`src/rtl/uart_pkg.sv`:
```
// Shared definitions for the memory-mapped UART transmitter: FSM state
// encoding, register offsets and STATUS word bit positions.
package uart_pkg;

    // Transmit FSM states; PARITY is only reachable when parity is built in.
    typedef enum logic [2:0] {
        IDLE   = 3'd0,
        START  = 3'd1,
        DATA   = 3'd2,
        PARITY = 3'd3,
        STOP   = 3'd4
    } tx_state_e;

    // Register byte offsets from BASE_ADDR.
    localparam int TXDATA_OFS = 0;
    localparam int STATUS_OFS = 4;

    // STATUS word layout.
    localparam int STAT_IRQ       = 0;
    localparam int STAT_EMPTY     = 1;
    localparam int STAT_FULL      = 2;
    localparam int STAT_BUSY      = 3;
    localparam int STAT_OVERFLOW  = 4;
    localparam int STAT_COUNT_LSB = 8;
    localparam int STAT_COUNT_W   = 8;

endpackage

```
`src/rtl/uart_tx_fifo.sv`:
```
// Synchronous FIFO holding bytes waiting to be serialised. Pointers carry
// one extra wrap bit so full and empty can be told apart without a counter.
// A push into a full FIFO is accepted when a pop happens in the same cycle.
module uart_tx_fifo #(
    parameter int WIDTH = 8,
    parameter int DEPTH = 4,
    localparam int AW   = $clog2(DEPTH),
    localparam int PW   = AW + 1
) (
    input  logic             clk,
    input  logic             reset,
    input  logic             push,
    input  logic [WIDTH-1:0] wdata,
    input  logic             pop,
    output logic [WIDTH-1:0] rdata,
    output logic             full,
    output logic             empty,
    output logic [PW-1:0]    count
);

    logic [WIDTH-1:0] mem [DEPTH];
    logic [PW-1:0]    wr_ptr;
    logic [PW-1:0]    rd_ptr;
    logic             do_push;
    logic             do_pop;

    assign empty   = (wr_ptr == rd_ptr);
    assign full    = (wr_ptr[AW-1:0] == rd_ptr[AW-1:0]) && (wr_ptr[AW] != rd_ptr[AW]);
    assign count   = wr_ptr - rd_ptr;
    assign do_pop  = pop && !empty;
    assign do_push = push && (!full || do_pop);
    assign rdata   = mem[rd_ptr[AW-1:0]];

    // Advance read/write pointers on accepted pops and pushes.
    // NOTE: sequential state uses non-blocking assignments so every register
    // samples the pre-edge values, independent of statement order.
    always_ff @(posedge clk) begin
        if (reset) begin
            wr_ptr <= '0;
            rd_ptr <= '0;
        end else begin
            if (do_push) wr_ptr <= wr_ptr + PW'(1);
            if (do_pop)  rd_ptr <= rd_ptr + PW'(1);
        end
    end

    // Write accepted data into the slot addressed by the write pointer.
    // NOTE: storage is deliberately not reset; the empty flag guarantees
    // stale entries are never read, and an unreset array maps to plain RAM.
    always_ff @(posedge clk) begin
        if (do_push) mem[wr_ptr[AW-1:0]] <= wdata;
    end

endmodule

```
`src/rtl/mmio_uart_tx.sv`:
```
// Memory-mapped UART transmitter. Stores to TXDATA queue bytes in a small
// FIFO; a bit-timing FSM sends them LSB first with one start and one stop
// bit. STATUS reports FIFO/busy/overflow state combinationally.
// Build option: define UART_TX_PARITY_EN to insert an even-parity bit
// between the data bits and the stop bit.
module mmio_uart_tx
    import uart_pkg::*;
#(
    parameter int                    ADDR_WIDTH   = 32,
    parameter logic [ADDR_WIDTH-1:0] BASE_ADDR    = ADDR_WIDTH'(32'h0000_0100),
    parameter int                    DATA_BITS    = 8,
    parameter int                    CLKS_PER_BIT = 16,
    parameter int                    FIFO_DEPTH   = 4
) (
    input  logic                  clk,
    input  logic                  reset,
    input  logic [ADDR_WIDTH-1:0] addr,
    input  logic [31:0]           wdata,
    input  logic                  we,
    input  logic                  re,
    output logic [31:0]           rdata,
    output logic                  tx,
    output logic                  irq,
    input  logic                  ready_clr
);

    localparam int PW     = $clog2(FIFO_DEPTH) + 1;
    localparam int BAUD_W = $clog2(CLKS_PER_BIT);
    localparam int IDX_W  = $clog2(DATA_BITS);

    localparam logic [ADDR_WIDTH-1:0] TXDATA_ADDR = BASE_ADDR + ADDR_WIDTH'(TXDATA_OFS);
    localparam logic [ADDR_WIDTH-1:0] STATUS_ADDR = BASE_ADDR + ADDR_WIDTH'(STATUS_OFS);

    // Bus decode
    logic sel_txdata;
    logic sel_status;
    logic wr_txdata;

    // FIFO interface
    logic                 fifo_pop;
    logic [DATA_BITS-1:0] fifo_rdata;
    logic                 fifo_full;
    logic                 fifo_empty;
    logic [PW-1:0]        fifo_count;

    // FSM state
    tx_state_e            state_q, state_d;
    logic [BAUD_W-1:0]    baud_q, baud_d;
    logic [IDX_W-1:0]     bit_idx_q, bit_idx_d;
    logic [DATA_BITS-1:0] shift_q, shift_d;
    logic                 baud_last;
    logic                 bit_last;

    logic                 overflow_q;
    logic                 busy;
    logic [31:0]          status;

    logic unused_wdata;
    assign unused_wdata = ^wdata[31:DATA_BITS];

    assign sel_txdata = (addr == TXDATA_ADDR);
    assign sel_status = (addr == STATUS_ADDR);
    assign wr_txdata  = we && sel_txdata;

    uart_tx_fifo #(
        .WIDTH (DATA_BITS),
        .DEPTH (FIFO_DEPTH)
    ) u_fifo (
        .clk   (clk),
        .reset (reset),
        .push  (wr_txdata),
        .wdata (wdata[DATA_BITS-1:0]),
        .pop   (fifo_pop),
        .rdata (fifo_rdata),
        .full  (fifo_full),
        .empty (fifo_empty),
        .count (fifo_count)
    );

    assign baud_last = (baud_q == BAUD_W'(CLKS_PER_BIT - 1));
    assign bit_last  = (bit_idx_q == IDX_W'(DATA_BITS - 1));
    assign busy      = (state_q != IDLE);
    assign irq       = fifo_empty && !busy;

`ifdef UART_TX_PARITY_EN
    logic parity_q;

    // Latch even parity of each byte as it leaves the FIFO.
    always_ff @(posedge clk) begin
        if (reset)         parity_q <= 1'b0;
        else if (fifo_pop) parity_q <= ^fifo_rdata;
    end
`endif

    // Register FSM state, baud counter, bit index and shift register.
    always_ff @(posedge clk) begin
        if (reset) begin
            state_q   <= IDLE;
            baud_q    <= '0;
            bit_idx_q <= '0;
            shift_q   <= '0;
        end else begin
            state_q   <= state_d;
            baud_q    <= baud_d;
            bit_idx_q <= bit_idx_d;
            shift_q   <= shift_d;
        end
    end

    // Next-state, FIFO pop and serial output decode.
    // NOTE: every output of this block gets a default first so no path
    // leaves a signal unassigned, which would otherwise infer a latch.
    always_comb begin
        state_d   = state_q;
        baud_d    = baud_q;
        bit_idx_d = bit_idx_q;
        shift_d   = shift_q;
        fifo_pop  = 1'b0;
        tx        = 1'b1;

        case (state_q)
            IDLE: begin
                if (!fifo_empty) begin
                    fifo_pop  = 1'b1;
                    shift_d   = fifo_rdata;
                    bit_idx_d = '0;
                    baud_d    = '0;
                    state_d   = START;
                end
            end

            START: begin
                tx = 1'b0;
                if (baud_last) begin
                    baud_d  = '0;
                    state_d = DATA;
                end else begin
                    baud_d = baud_q + BAUD_W'(1);
                end
            end

            DATA: begin
                tx = shift_q[0];
                if (baud_last) begin
                    baud_d  = '0;
                    shift_d = shift_q >> 1;
                    if (bit_last) begin
                        bit_idx_d = '0;
`ifdef UART_TX_PARITY_EN
                        state_d   = PARITY;
`else
                        state_d   = STOP;
`endif
                    end else begin
                        bit_idx_d = bit_idx_q + IDX_W'(1);
                    end
                end else begin
                    baud_d = baud_q + BAUD_W'(1);
                end
            end

`ifdef UART_TX_PARITY_EN
            PARITY: begin
                tx = parity_q;
                if (baud_last) begin
                    baud_d  = '0;
                    state_d = STOP;
                end else begin
                    baud_d = baud_q + BAUD_W'(1);
                end
            end
`endif

            STOP: begin
                if (baud_last) begin
                    baud_d = '0;
                    if (!fifo_empty) begin
                        // Chain straight into the next frame with no idle gap.
                        fifo_pop  = 1'b1;
                        shift_d   = fifo_rdata;
                        bit_idx_d = '0;
                        state_d   = START;
                    end else begin
                        state_d = IDLE;
                    end
                end else begin
                    baud_d = baud_q + BAUD_W'(1);
                end
            end

            default: begin
                state_d = IDLE;
                baud_d  = '0;
            end
        endcase
    end

    // Sticky overflow: a dropped write sets it and wins over a same-cycle clear.
    // A write to a full FIFO is not dropped when the FSM pops in that cycle.
    always_ff @(posedge clk) begin
        if (reset)                                     overflow_q <= 1'b0;
        else if (wr_txdata && fifo_full && !fifo_pop)  overflow_q <= 1'b1;
        else if (ready_clr)                            overflow_q <= 1'b0;
    end

    // Assemble the STATUS word; unused bits read as zero.
    always_comb begin
        status                          = '0;
        status[STAT_IRQ]                = irq;
        status[STAT_EMPTY]              = fifo_empty;
        status[STAT_FULL]               = fifo_full;
        status[STAT_BUSY]               = busy;
        status[STAT_OVERFLOW]           = overflow_q;
        status[STAT_COUNT_LSB +: PW]    = fifo_count;
    end

    assign rdata = (re && sel_status) ? status : 32'd0;

endmodule

```
`config.mk`:
```
export PLATFORM = sky130hd
export DESIGN_NAME = mmio_uart_tx
export DESIGN_NICKNAME = d
export VERILOG_FILES = /design/src/rtl/uart_pkg.sv /design/src/rtl/uart_tx_fifo.sv /design/src/rtl/mmio_uart_tx.sv
export SDC_FILE = /design/constraint.sdc
export NUM_CORES = 1
export LEC_CHECK = 0
export ABC_AREA = 1
export CELL_PAD_IN_SITES_DETAIL_PLACEMENT = 0
export CELL_PAD_IN_SITES_GLOBAL_PLACEMENT = 1
export CORE_ASPECT_RATIO = 1.25
export CORE_MARGIN = 3
export CORE_UTILIZATION = 33
export DETAILED_ROUTE_END_ITERATION = 7
export PLACE_DENSITY = 0.76
export SLEW_MARGIN = 10
export SYNTH_ARGS = -nofsm -noshare
export SYNTH_HDL_FRONTEND = slang
export SYNTH_HIERARCHICAL = 1
export SYNTH_SLANG_ARGS = --single-unit
```
`constraint.sdc`:
```
create_clock -name clk -period 3 [get_ports clk]
set_input_delay 0.6 -clock clk [delete_from_list [all_inputs] [get_ports clk]]
set_output_delay 0.6 -clock clk [all_outputs]
set_load 0.005 [all_outputs]
```
==> flow_summary.yaml <==
synth:
  netlist_instances: 358
  mappedNetlistArea_um2: 3100
  post_synth.cell_area_avg_um2: 8.66
  synth_seq_cells: 59
  yosysWarningCount: 6
  synthMostInstantiatedCell: "nor2_1"
  synth_async_sr_flop_share_pct: 0
  synth_area_leaders: "edfxtp_1 31%, dfxtp_1 17%, nor2_1 8.5%"
  synth_top_area_share_pct: 31.0
  synth-edff-count: 32
  synth_top_area_cell: "edfxtp_1"
  synth_seq_area_share_pct: 48.4
  yosys.cell_types.count: 35
  synth_top_cells_by_count: "70 x nor2_1, 45 x nand2_1, 40 x inv_1"
  main_synth_ff_type: "edfxtp_1"
die:
  rows: 38
  coreArea_um2: 8890
  initial_utilization_pct: 34.9
  width_of_the_die_um: 92.7
  i_o_pin_count: 103
  fp.dieH_um: 114
  design.die.area_um2: 10600
outcome:
  status: "finished clean"
global_routing:
  grt_start_max_net_pins: 20
  number_of_antenna_violations_at_the_first_check_in_global_routing: 0
  global_route.usage.total_pct: 12.0
  grt_pass1_wl_um: 10200
  first_global_vias: 2202
  grt.overflow.total: 0
setup_path:
  worstReg2RegStart: "u_fifo/wr_ptr[0]"
  worst-r2r-setup-slack_ns: 0.67
  setup.worst_path.end_class: "primary output"
  r2r_end: "u_fifo/mem[0][6]"
  worst-setup-path-type: "input port to primary output"
  worstRegToRegCells: 14
  required_ns: 2.40
  crit_arrival_ns: 2.31
  setup.worst_path.start_class: "input port"
  critical_path.max_fanout: 6
clock_network:
  tritoncts_num_sinks: 59
  root_buffer: "clkbuf_8"
  clk_latency_ns: 0.33
  cts.hold.buffers_added: 0
  ctsLongestPathBuffers: 2
  h_tree_levels: 3
  clk_transition_reported_paths_ns: 0.07
  cts_tree: "done"
  inserted_clock_buffers: 9
timing:
  skew_ns: 0.00802
  final.setup.worst_slack_ns: 0.0896
  final.period_utilization_pct: 97.0
  timing.slew.headroom_pct: 65.4
  setup-violations-final: 0
  timing.fmax_mhz: 344
  period_minus_slack_ns: 2.91
  maxSlewViolCount: 0
  tightest_slew_ns: 0.518
  final_hold_viol_count: 0
  rsz0062_at_grt: "true"
layout:
  drive_gt1_share_pct: 12.7
  multi_input_comb_area_um2: 1300
  util_after_layout_pct: 44.7
  layout.filler_cells: 895
  num_antenna_cells: 0
  nets: 507
  flow.area_growth_from_synthesis_pct: 28.1
  ff_latch_area_um2: 1500
routing:
  post_drt_wl_per_cell_um: 11.5
  routed_via_density: 4.40
  route.detailed.drc: 0
  route.antenna.remaining_nets: 0
  detailedRoute.firstPassIterationCount: 4
  drtIter0Drc: 71
  routed_wire_length_um: 6350
  dr_total_vias: 2429
pwr:
  power-per-cell-area_nw_per_um2: 505
  p_comb_share_pct: 14.7
  sequential_group_share_of_total_power_pct: 46.4
  worst_ir_drop_vdd_mv: 0.301
  switching_share_pct: 25.1
  power.switching_mw: 0.504
  internal-power_mw: 1.50
  clockPowerShare_pct: 39.0
  power.leakage_nw: 1.72
job:
  timing.max_cap.violations: 0
worst_hold_path:
  hold_path_end: "shift_q[1]"
  worst_hold_path.num_cells: 2
  hold_class: "flip-flop to flip-flop"
  worstHoldStart: "shift_q[1]"
place:
  placement.setup.worst_slack_ns: -0.0215
  place_congestion: 0.759
  buffer_ports.inserted: 54
  hpwl_um: 4700
[per-layer routing]
layer  global-route usage, %  part of all wire [%]
met1                    14.3                    42
met2                    20.6                    53
met3                    3.16                   3.7
met4                    4.99                   1.2
met5                       0                     0
[power by group through the flow]
stage	registers [mW]	logic, mW	clock network, mW
2_1_floorplan	0.941	0.223	0
3_3_place_gp	0.946	0.287	0
3_5_place_dp	0.948	0.292	0
4_1_cts	0.931	0.294	0.803
5_1_grt	0.936	0.337	0.839
6_report	0.930	0.294	0.782
[cells by family (layout without fill, tap and decap cells)]
kind of cell               Yosys count  count (layout)  share of synthesized area (%)
and+or+nand+nor                    148             148                           21.2
buffers and inverters               72             123                           13.0
AOI/OAI and AO/OA                   63              63                           11.5
DFF                                 59              59                           48.4
adders and majority gates           11              11                           4.68
xor gates and xnor gates             4               4                           1.13
other                                1              24                          0.121
[worst max-delay path by stage]
stage / from / endpoint / slack, ns / depth (start not counted)
floorplan: u_fifo/wr_ptr[0] / u_fifo/mem[0][0] / 0.44 / 13
global placement: addr[8] / rdata[8] / 0.02 / 10
detailed placement: addr[8] / rdata[10] / -0.02 / 10
CTS: addr[8] / rdata[10] / -0.03 / 10
global route: addr[22] / rdata[10] / -0.07 / 9
finish: addr[18] / rdata[10] / 0.09 / 9
[sequential cells by signal, indices dropped and copies added (netlist names), named ones only]
name and cells:
u_fifo/mem 32, shift_q 8, baud_q 4, bit_idx_q 3, state_q 3, u_fifo/rd_ptr 3
u_fifo/wr_ptr 3, overflow_q 1
[cell type report]
type	instances	area share, %
multi-input combinational	250	32.8
clock inverter	6	2.27
tap	120	3.78
timing repair buffer	65	16.1
clock buffer	10	3.21
inverter	42	3.97
sequential	59	37.9
[critical path, cell delays in order]
cell and delay, ns:
clkdlybuf4s50_1 0.40, nor2_1 0.11, nand2_1 0.06, nor2_1 0.09
nand2_1 0.10, nor2_2 0.20, nand3_4 0.12, nor2_1 0.12
clkdlybuf4s50_1 0.52
[through the flow]
| stage | total power, mW | setup TNS, ns | hold slack, ns | instance area, um2 | cells |
|---|---|---|---|---|---|
| detailed placement | 1.24 | -0.0568 | 0.442 | 3710 | 535 |
| floorplan | 1.16 | 0 | 0.424 | 3190 | 381 |
| global placement | 1.23 | 0 | 0.435 | 3710 | 535 |
| global route | 2.11 | -0.0724 | 0.477 | 3970 | 552 |
| CTS | 2.03 | -0.0859 | 0.454 | 3930 | 551 |
| finish | 2.01 | 0 | 0.450 | 3970 | 552 |
[what timing repair did]
item | CTS | global route
endpoints found under the setup margin | 6 | 9
buffers inserted | 0 | 1
resized for setup | 0 | 15
pin swaps | 0 | 2
[layout by cell type, fill, tap and decap left out, types with 2 or more instances in the layout]
cell type,synthesis,routed
o21ai_1,2,2
dlymetal6s2s_1,0,7
o21ai_0,27,27
xor2_1,4,4
dfxtp_1,27,25
buf_4,24,11
inv_2,2,3
clkbuf_8,0,9
a21oi_2,4,4
nand3_1,13,12
nor2_2,1,4
conb_1,1,24
o21a_1,2,2
a21oi_1,17,17
nand2_2,5,5
o22ai_1,8,8
edfxtp_1,32,32
nand2_1,45,45
clkdlybuf4s50_1,0,47
ha_1,10,10
inv_1,40,39
nand2_4,5,5
nor2_1,70,67
nand3b_1,2,2
bufinv_16,0,2
o21ai_2,2,2
clkinv_4,0,2
dfxtp_2,0,2
(Power assumes the default switching activity.)
